`src/rtl/seg_scan_driver.sv`:
```
// seg_scan_driver
//   Time-multiplexed N-digit seven-segment display driver. A display value
//   loaded at any time is held in a pending buffer and only becomes visible
//   at the next frame boundary, so a frame never mixes old and new digits.
//   One digit is lit per refresh period; each nibble is decoded to
//   active-low segments, with optional hex glyphs and leading-zero blanking.
//
// Ports
//   clk         rising-edge clock
//   rst_n       synchronous reset, active low
//   load        capture value/dp_in this cycle
//   value       nibble k = value[4k+3:4k] drives digit k (digit 0 = LSD)
//   dp_in       decimal point per digit, 1 = lit
//   blank_lz    1 = blank leading zero digits (live, not latched)
//   seg         {g,f,e,d,c,b,a}, active low
//   dp          decimal point, active low
//   an          digit enables, active low, one-hot-low
//   frame_done  one-cycle pulse when the scan wraps back to digit 0
module seg_scan_driver #(
  parameter int NUM_DIGITS  = 4,
  parameter int REFRESH_DIV = 50000,
  parameter int HEX_MODE    = 0
) (
  input  logic                    clk,
  input  logic                    rst_n,
  input  logic                    load,
  input  logic [4*NUM_DIGITS-1:0] value,
  input  logic [NUM_DIGITS-1:0]   dp_in,
  input  logic                    blank_lz,
  output logic [6:0]              seg,
  output logic                    dp,
  output logic [NUM_DIGITS-1:0]   an,
  output logic                    frame_done
);

  localparam int PW = $clog2(REFRESH_DIV);
  localparam int IW = $clog2(NUM_DIGITS);
  localparam logic [PW-1:0] PRE_LAST = PW'(REFRESH_DIV - 1);
  localparam logic [IW-1:0] IDX_LAST = IW'(NUM_DIGITS - 1);

  logic [PW-1:0]           prescaler;
  logic [IW-1:0]           idx;
  logic [4*NUM_DIGITS-1:0] disp_val;
  logic [NUM_DIGITS-1:0]   disp_dp;
  logic [4*NUM_DIGITS-1:0] pend_val;
  logic [NUM_DIGITS-1:0]   pend_dp;
  logic                    pend;

  logic                    tick;
  logic                    wrap;
  logic [3:0]              nib [NUM_DIGITS];
  logic [NUM_DIGITS-1:0]   zero_from;
  logic                    run;
  logic                    blank;
  logic [6:0]              seg_next;
  logic [NUM_DIGITS-1:0]   an_next;

  function automatic logic [6:0] glyph(input logic [3:0] n);
    logic [6:0] g;
    case (n)
      4'h0: g = 7'b1000000;
      4'h1: g = 7'b1111001;
      4'h2: g = 7'b0100100;
      4'h3: g = 7'b0110000;
      4'h4: g = 7'b0011001;
      4'h5: g = 7'b0010010;
      4'h6: g = 7'b0000010;
      4'h7: g = 7'b1111000;
      4'h8: g = 7'b0000000;
      4'h9: g = 7'b0010000;
      4'hA: g = 7'b0001000;
      4'hB: g = 7'b0000011;
      4'hC: g = 7'b1000110;
      4'hD: g = 7'b0100001;
      4'hE: g = 7'b0000110;
      4'hF: g = 7'b0001110;
    endcase
    if (HEX_MODE == 0 && n > 4'd9) g = 7'b0111111;
    return g;
  endfunction

  assign tick = (prescaler == PRE_LAST);
  assign wrap = tick && (idx == IDX_LAST);

  // zero_from[k] is set when nibbles k..NUM_DIGITS-1 are all zero; built
  // from the most significant digit down so each bit reuses the one above.
  always_comb begin
    run       = 1'b1;
    zero_from = '0;
    for (int unsigned i = 0; i < NUM_DIGITS; i++) begin
      nib[i] = disp_val[4*i +: 4];
    end
    for (int unsigned i = NUM_DIGITS; i > 0; i--) begin
      run            = run && (nib[i-1] == 4'd0);
      zero_from[i-1] = run;
    end
    blank    = blank_lz && (idx != '0) && zero_from[idx];
    seg_next = blank ? 7'h7F : glyph(nib[idx]);
    an_next      = '1;
    an_next[idx] = 1'b0;
  end

  always_ff @(posedge clk) begin
    if (!rst_n) begin
      prescaler  <= '0;
      idx        <= '0;
      disp_val   <= '0;
      disp_dp    <= '0;
      pend_val   <= '0;
      pend_dp    <= '0;
      pend       <= 1'b0;
      seg        <= 7'h7F;
      dp         <= 1'b1;
      an         <= '1;
      frame_done <= 1'b0;
    end else begin
      prescaler <= tick ? '0 : prescaler + 1'b1;
      if (tick) begin
        idx <= (idx == IDX_LAST) ? '0 : idx + 1'b1;
      end

      // A load landing on the wrap cycle bypasses the pending buffer so the
      // newest value is the one shown in the frame that starts now.
      if (load && !wrap) begin
        pend_val <= value;
        pend_dp  <= dp_in;
        pend     <= 1'b1;
      end else if (load && wrap) begin
        disp_val <= value;
        disp_dp  <= dp_in;
        pend     <= 1'b0;
      end else if (wrap && pend) begin
        disp_val <= pend_val;
        disp_dp  <= pend_dp;
        pend     <= 1'b0;
      end

      seg        <= seg_next;
      dp         <= ~disp_dp[idx];
      an         <= an_next;
      frame_done <= wrap;
    end
  end

endmodule

```
`config.mk`:
```
export PLATFORM = sky130hd
export DESIGN_NAME = seg_scan_driver
export DESIGN_NICKNAME = d
export VERILOG_FILES = /design/src/rtl/seg_scan_driver.sv
export SDC_FILE = /design/constraint.sdc
export NUM_CORES = 1
export LEC_CHECK = 0
export CAP_MARGIN = 20
export CORE_UTILIZATION = 51
export CTS_CLUSTER_DIAMETER = 60
export DETAILED_ROUTE_END_ITERATION = 7
export PLACE_DENSITY = 0.76
export SYNTH_ARGS = -nofsm -noshare
export SYNTH_HDL_FRONTEND = slang
export SYNTH_SLANG_ARGS = --single-unit
export TNS_END_PERCENT = 5
```
`constraint.sdc`:
```
create_clock -name clk -period 2.3 [get_ports clk]
set_clock_uncertainty 0.1 [all_clocks]
set_input_delay 0.69 -clock clk [delete_from_list [all_inputs] [get_ports clk]]
set_output_delay 0.69 -clock clk [all_outputs]
set_load 0.005 [all_outputs]
```
* Word-level counts from Yosys, hierarchy flattened
Memories as Yosys holds them, arrays and structs flattened. Index checks and enable logic that the tools add are counted.
Cells by class: magnitude comparators 4, reductions and logical operators 22, $add $sub $neg 2, eq/ne operators 2, bitwise logic cells 5, mux-type cells 18
Operators with widths (count):
- 16-bit two-way mux | 2
- 16-bit by 1-bit adder with 16-bit output, second input constant | 1
- 16-bit equality test, second input constant | 1
- 4-bit zero test | 4
- 4-bit two-way mux | 4
- 1-bit logical AND | 10
- 4-bit binary-select mux with 2-bit select | 1
- 7-bit two-way mux | 1
- 1-bit two-way mux | 6
- 1-bit binary-select mux with 2-bit select | 2
- 4-bit > comparator, second input constant | 1
- 4-bit inverter | 1
- 2-bit nonzero test | 2
- 2-bit OR reduction | 2
- 3-bit greater-or-equal comparator, second input constant | 1
- 2-bit by 3-bit less-than comparator with 1-bit output, second input constant | 1
- 1-bit inverter | 3
- 2-bit inverter with 3-bit output | 1
- 3-bit nonzero test | 1
- 3-bit OR reduction | 1
- 2-bit by 1-bit adder with 2-bit output, second input constant | 1
- 1-bit demux with 2-bit select | 1
- 2-bit equality test, second input constant | 1
- 2-bit by 1-bit greater-or-equal comparator with 1-bit output, second input constant | 1
- other kinds (3) | 3
Word-level totals: bits in read-only memories 112, bits in registers 72, memories 1, output and inout bits 13
Memories:
- (name not given) | depth 16, width 7, read ports 1, clocked after Yosys merged registers in 0, write ports 0, line 60 | case (n)

* Logic depth before layout (Yosys ltp)
Gate-level depths: netlist (run 1).
depth after elaboration 8, depth in mapped cells 8

* Worst setup path after synthesis (run 1)
OpenSTA, ideal clock, no wires.
kind reg2reg, start point register idx[0], end point register seg[5], stages on the path, launching flop included 9, setup slack -0.091 ns, path buffers 1, period minus slack after synthesis 2.391 ns, arrival 2.164 ns, path through dfxtp_1 > buf_2 > mux4_2 > inv_1 > ha_1 > nand2_1 > o22ai_1 > nor3_1 > or3b_1
On the way: longest elaborated chain between the ends 6, elaborated cells between the ends (all ways) 12, those cells by class 1 x order compare; 5 x mux; 1 x bitwise; 4 x reduce/logical; 1 x memory
RTL lines:
- from (decl) | line 42 | logic [IW-1:0] idx;
- from (signal assigned) | line 119 | idx <= (idx == IDX_LAST) ? '0 : idx + 1'b1;
- 2-bit inverter with 3-bit output (not written as such) | line 98 | seg_next = blank ? 7'h7F : glyph(nib[idx]);
- 4-bit binary-select mux with 2-bit select | line 98
- 4-bit two-way mux (not written as such) (2 in series) | line 98
- 4-bit > comparator | line 78 | if (HEX_MODE == 0 && n > 4'd9) g = 7'b0111111;
- 3-bit OR reduction (no line)
- to (signal assigned) | line 138 | seg <= seg_next;
- to (decl) | line 30 | output logic [6:0] seg,
Several ways; a longest one is shown, not always the timed one. The select of a mux whose other input is x is not followed. A chain may end at the register's enable or synchronous reset.

* Final worst setup path (run 1)
start point register idx[0], end point register seg[4]
Same word-level chain as after synthesis.

==> impl_metrics.json, run 1 <==
{
  "grt_max_degree": 39,
  "path_class": "flip-flop to flip-flop",
  "synth_edf_count": 0,
  "die-area_mm2": 0.00711,
  "crit_path_max_incr_delay_ns": 0.58,
  "synth-async-reset-ratio_pct": 0,
  "seq_area_frac_synth_pct": 41.7,
  "routed-via-count": 2828,
  "postSynthRegisterBits": 72,
  "hp-class": "flip-flop to flip-flop",
  "power_leakage_nw": 1.57,
  "antenna_cells": 0,
  "worst_ep_required_time_ns": 2.43,
  "synthTopCellsByArea": "dfxtp_1 (42%), nand2_1 (9.8%), mux2i_1 (7.5%)",
  "cpMaxStageDelayCell": "mux4_2",
  "detail-route-antenna-nets": 0,
  "synthFlopType": "dfxtp_1",
  "ioPinCount": 37,
  "antenna_found_initial": 0,
  "portBuffers": 36,
  "clk_pin_slew_ns": 0.07,
  "violations": "DRC",
  "hold_slack_ns": 0.354,
  "rsz0062_at_grt": "false",
  "yosys.area.top_type": "dfxtp_1",
  "wire_per_inst_um": 13.2,
  "drt_iter0_drc": 120,
  "syn_area_mm2": 0.00346,
  "post-place-ws_ns": 0.122,
  "nNetsFinal": 482,
  "synth_cell_types": 42,
  "worst_slack_ns": 0.157,
  "cts_tree": "done",
  "grt_pass1_wl_mm": 12.0,
  "placed_area_mm2": 0.00395,
  "wirelength_mm": 6.96,
  "relSlewSlack_pct": 48.9,
  "dp_cells": 514,
  "outcome": "complete, but fails checks",
  "crit_fanout": 13,
  "timing.final.crit_share_pct": 93.2,
  "start_util_pct": 53.5,
  "finalNonFillerCells": 529,
  "synth_top_cell_area_share_pct": 41.7,
  "clkLatencyLatePin_ns": 0.34,
  "tightest_slew_ns": 0.765,
  "drc": 4,
  "numCtsBuffers": 9,
  "synthesis.nets": 445,
  "overflow": 0,
  "cts_sinks": 72,
  "syn_to_final_growth_pct": 19.5,
  "cap_violations": 0,
  "synth_area_per_cell_um2": 8.41,
  "arrival_ns": 2.27,
  "cp-end-kind": "flip-flop",
  "drv_slew": 0,
  "clk_path_buf_depth": 2,
  "fmax_mhz": 467,
  "drive_gt1_share_pct": 9.96,
  "fin_setup_tns_ns": 0,
  "setup_violations": 0,
  "dr.pass1.iters": 6,
  "num_rows": 29,
  "routabilityCongestion": 0.920,
  "fin_area_mm2": 0.00413,
  "fp.dieH_um": 84.3,
  "syn_inst": 411,
  "fin_crit_ns": 2.14,
  "core_mm2": 0.00646,
  "path_common_cell": "inv_1",
  "dp_hpwl_mm": 4.98,
  "grt_use_total_pct": 20.9,
  "final_hold_viol_count": 0,
  "p_per_area_mw_per_mm2": 593,
  "yosys_warnings": 0,
  "crit_path_cell_trace": "buf_4, mux4_2, inv_1, ha_1, inv_1, nor2_1, nand3b_1, a21o_1",
  "grt_pass1_vias": 2666,
  "vdd_drop_max_v": 0.000375,
  "via_per_inst": 5.35,
  "start_kind": "flip-flop",
  "h-tree-depth": 3,
  "die_w_um": 84.3,
  "root_buffer": "clkbuf_8"
}
cell families (layout without fill, tap and decap cells):
| group | after synthesis | after routing | share of synthesized area (%) |
|---|---|---|---|
| simple gates | 186 | 186 | 25.0 |
| flops | 72 | 72 | 41.7 |
| compound gates | 59 | 59 | 9.95 |
| buf+inv | 37 | 78 | 4.38 |
| mux | 34 | 34 | 12.1 |
| xor+xnor | 13 | 13 | 3.29 |
| fa+ha+maj | 10 | 10 | 3.62 |
area by class of cell:
cell class,instances,area [µm²]
fillers,569,2330
clock inverters,3,42.5
flip-flops and latches,72,1440
well taps,77,96.3
multi-input cells,302,1870
clock buffers,12,145
repair buffers,51,493
inverters,12,45.0
final timing paths:
check | start | end | slack (ns) | cells after the start
max | idx[0] | seg[4] | 0.16 | 8
min reg2reg | pend_val[12] | pend_val[12] | 0.35 | 2
min | pend_val[12] | pend_val[12] | 0.35 | 2
max reg2reg | idx[0] | seg[4] | 0.16 | 8
worst max-delay path: cells and delay by family, from the launching register on:
family | cells | cell delay (ns)
muxes | 1 | 0.58
buffers and inverters | 3 | 0.42
DFF | 1 | 0.34
and+or+nand+nor | 2 | 0.21
adders and majority gates | 1 | 0.20
AOI/OAI and AO/OA | 1 | 0.18
Yosys cell counts (all sizes together) (7+ instances only):
master  instances
a21oi          25
buf            10
clkbuf         15
dfxtp          72
ha             10
inv            12
mux2i          26
nand2          90
nor2           46
nor2b           7
nor4           10
o22ai          21
xnor2          11
flip-flops by register name, summed over array words and instances (netlist names):
register	flops
pend_val	16
pend_dp	4
pend	1
idx	2
disp_val	16
dp	1
frame_done	1
disp_dp	4
seg	7
an	4
prescaler	16
timing repair:
item | CTS | global route
hold buffers | 0 | 0
buffers inserted | 0 | 0
setup endpoints to repair | 0 | 3
gates resized for setup | 0 | 1
routing by layer:
metal	vias to the layer above	GRT usage (%)	share of wire, %	routed length [µm]
met3	11	5.01	3.4	240
met1	1289	27.6	50	3470
li1	1478	-	-	-
met5	-	0	0	0
met4	0	7.40	1.5	105
met2	50	33.5	45	3150
cell usage in the layout (no fill, tap or decap), types with 2 or more instances in the layout:
cell type	instances
nor4_1	8
nor2b_1	6
nand4_1	5
clkbuf_8	10
mux4_2	6
xor2_1	2
mux2i_1	26
o22ai_1	21
a21o_1	2
clkbuf_1	2
nand2_1	90
buf_12	2
clkdlybuf4s50_1	35
buf_4	13
nand3b_1	6
a21oi_1	25
dfxtp_1	71
nand3_1	5
ha_1	10
mux2_2	2
xnor2_1	11
o21ai_0	4
nor2_1	46
a22oi_1	2
nor3_1	6
inv_1	12
where the power goes:
| part | internal [mW] | total, mW | switching, mW |
|---|---|---|---|
| clock network | 0.524 | 0.968 | 0.444 |
| logic | 0.0942 | 0.181 | 0.0865 |
| registers | 1.28 | 1.30 | 0.0232 |
| total | 1.90 | 2.45 | 0.554 |
stage by stage:
step	utilization, %	power, mW
global placement	61.1	1.51
global route	64.0	2.57
detailed placement	61.1	1.51
CTS	64.0	2.48
finish	64.0	2.45
floorplan	-	1.43
Note: power is estimated with default switching activity, not from simulation.
==> inputs of run 2 (changes only) <==
- CORE_UTILIZATION: 51 -> 55
- PLACE_DENSITY: 0.76 -> 0.78
- clock period: 2.3 -> 2.6 ns (I/O delays scaled with it)
==> run 2 against run 1 <==
- the flow now finishes without violations
- maximum frequency decreased by 10%
- non-clock buffer count decreased by 3
- total power shrank 3.8%
- via count is 0.85% higher
- utilization is 5.1 points higher
- die area decreased by 7.1%
- sequential power decreased by 12%
- first-iteration DRC count fell by 19%
- final cell count down 0.95%
- sequential share of layout area shrank 0.094 points
- critical path type unchanged
- largest cell class unchanged
- largest power group unchanged
==> impl_metrics.json, run 2 (synthesis results as in run 1) <==
{
  "grt_pass1_vias": 2612,
  "cap_violations": 0,
  "ioPinCount": 37,
  "root_buffer": "clkbuf_8",
  "wire_per_inst_um": 13.7,
  "drive_gt1_share_pct": 9.35,
  "fp.dieH_um": 81.3,
  "drc": 0,
  "clk_pin_slew_ns": 0.07,
  "r2r_end": "seg[5]",
  "post-place-ws_ns": 0.256,
  "wirelength_mm": 7.19,
  "crit_start": "idx[0]",
  "fmax_mhz": 419,
  "overflow": 0,
  "start_kind": "flip-flop",
  "cts_hold_buf": 0,
  "via_per_inst": 5.44,
  "worst_ep_required_time_ns": 2.72,
  "worstHoldPathCells": 2,
  "cp-end-kind": "flip-flop",
  "final_common_cell": "nand2_1",
  "antenna_cells": 0,
  "worst_slack_ns": 0.214,
  "reg2reg_setup_slack_ns": 0.21,
  "num_rows": 28,
  "dr.pass1.iters": 4,
  "antenna_found_initial": 0,
  "timing.final.crit_share_pct": 91.8,
  "portBuffers": 36,
  "cts_sinks": 72,
  "tightest_slew_ns": 0.442,
  "n_fill_cell": 502,
  "path_buf_inv": 1,
  "hp-class": "flip-flop to flip-flop",
  "vdd_drop_max_v": 0.000353,
  "syn_to_final_growth_pct": 19.7,
  "drt_iter0_drc": 97,
  "routabilityCongestion": 0.958,
  "detail-route-antenna-nets": 0,
  "crit_path_max_incr_delay_ns": 0.63,
  "drv_slew": 0,
  "routed-via-count": 2852,
  "fin_setup_tns_ns": 0,
  "core_mm2": 0.00599,
  "multi_input_area_mm2": 0.00187,
  "reg2reg_from": "idx[0]",
  "p_per_area_mw_per_mm2": 570,
  "clk_path_buf_depth": 2,
  "post_cts_resized": 0,
  "fin_crit_ns": 2.39,
  "grt_max_degree": 40,
  "final_hold_viol_count": 0,
  "grt_use_total_pct": 23.9,
  "nNetsFinal": 479,
  "crit_path_cell_trace": "mux4_2, inv_1, ha_1, nand2_1, o22ai_1, nor3_1, or3b_1",
  "cts_tree": "done",
  "layout_common_cells": "nand2_1 (90), dfxtp_1 (72), nor2_1 (46), clkdlybuf4s50_1 (35), mux2i_1 (26)",
  "arrival_ns": 2.51,
  "cpMaxStageDelayCell": "mux4_2",
  "die_w_um": 81.3,
  "numCtsBuffers": 9,
  "path_class": "flip-flop to flip-flop",
  "setup_violations": 0,
  "start_util_pct": 57.7,
  "post-cts-setup-buffers": 0,
  "dp_hpwl_mm": 4.99,
  "rsz0062_at_grt": "false",
  "crit_fanout": 6,
  "min_from": "pend_dp[2]",
  "die-area_mm2": 0.00661,
  "power_leakage_nw": 1.57,
  "h-tree-depth": 3,
  "seq_area_mm2": 0.00144,
  "rr_worst_depth": 7,
  "clkLatencyLatePin_ns": 0.35,
  "largest_registers": "disp_val x16, pend_val x16, prescaler x16",
  "cpLargestDelayFamily": "multiplexers",
  "min_to": "pend_dp[2]",
  "relSlewSlack_pct": 70.3,
  "grt_pass1_wl_mm": 12.0,
  "outcome": "finished clean"
}
## run 2: layer usage
metal	GRT usage, %	wire length, µm	vias up	part of all wire [%]
met3	5.06	244	14	3.4
met2	38.6	3430	55	48
li1	-	-	1470	-
met4	10.9	144	0	2.0
met1	30.5	3370	1313	47
met5	0	0	-	0
## run 2: area by class of cell
| class | instances | share of cell area, % |
|---|---|---|
| clock buffer | 10 | 3.08 |
| multi-input combinational | 302 | 45.1 |
| timing repair buffer | 48 | 11.1 |
| inverter | 12 | 1.09 |
| sequential | 72 | 34.8 |
| tap | 75 | 2.27 |
| clock inverter | 5 | 2.57 |
## run 2: stage by stage
step                      util (%)  total power [mW]  hold WS (ns)  area [µm²]  cells
final                         69.1              2.36         0.361        4140    524
after global routing          69.1              2.45         0.377        4140    524
after CTS                     69.1              2.38         0.362        4140    524
after detailed placement      65.2              1.34         0.350        3910    509
after global placement        65.2              1.34         0.342        3910    509
after floorplan                  -              1.26         0.329        3460    411
## run 2: worst register-to-register path, delay by kind of cell, from the launching register on
kind            cells  cell delay [ns]
mux                 1             0.63
compound gates      1             0.20
buf+inv             1             0.12
fa+ha+maj           1             0.25
flops               1             0.48
simple gates        3             0.48
## run 2: power breakdown
group          total [mW]  internal [mW]  switching (mW)
combinational       0.166         0.0837          0.0817
clock                1.04          0.634           0.410
sequential           1.15           1.13          0.0177
total                2.36           1.85           0.509
## run 2: worst max path at each step
stage / end / slack [ns] / cells past startpoint
after floorplan: seg[5] / 0.21 / 8
after global placement: seg[5] / 0.36 / 7
after detailed placement: seg[5] / 0.26 / 7
after CTS: seg[5] / 0.23 / 7
after global routing: seg[5] / 0.05 / 7
final: seg[5] / 0.21 / 7
==> inputs of run 3 (changes only) <==
- SLEW_MARGIN: unset -> 20
==> results of run 3 <==
No change in the layout: final DEF, timing and power equal those of run 2.
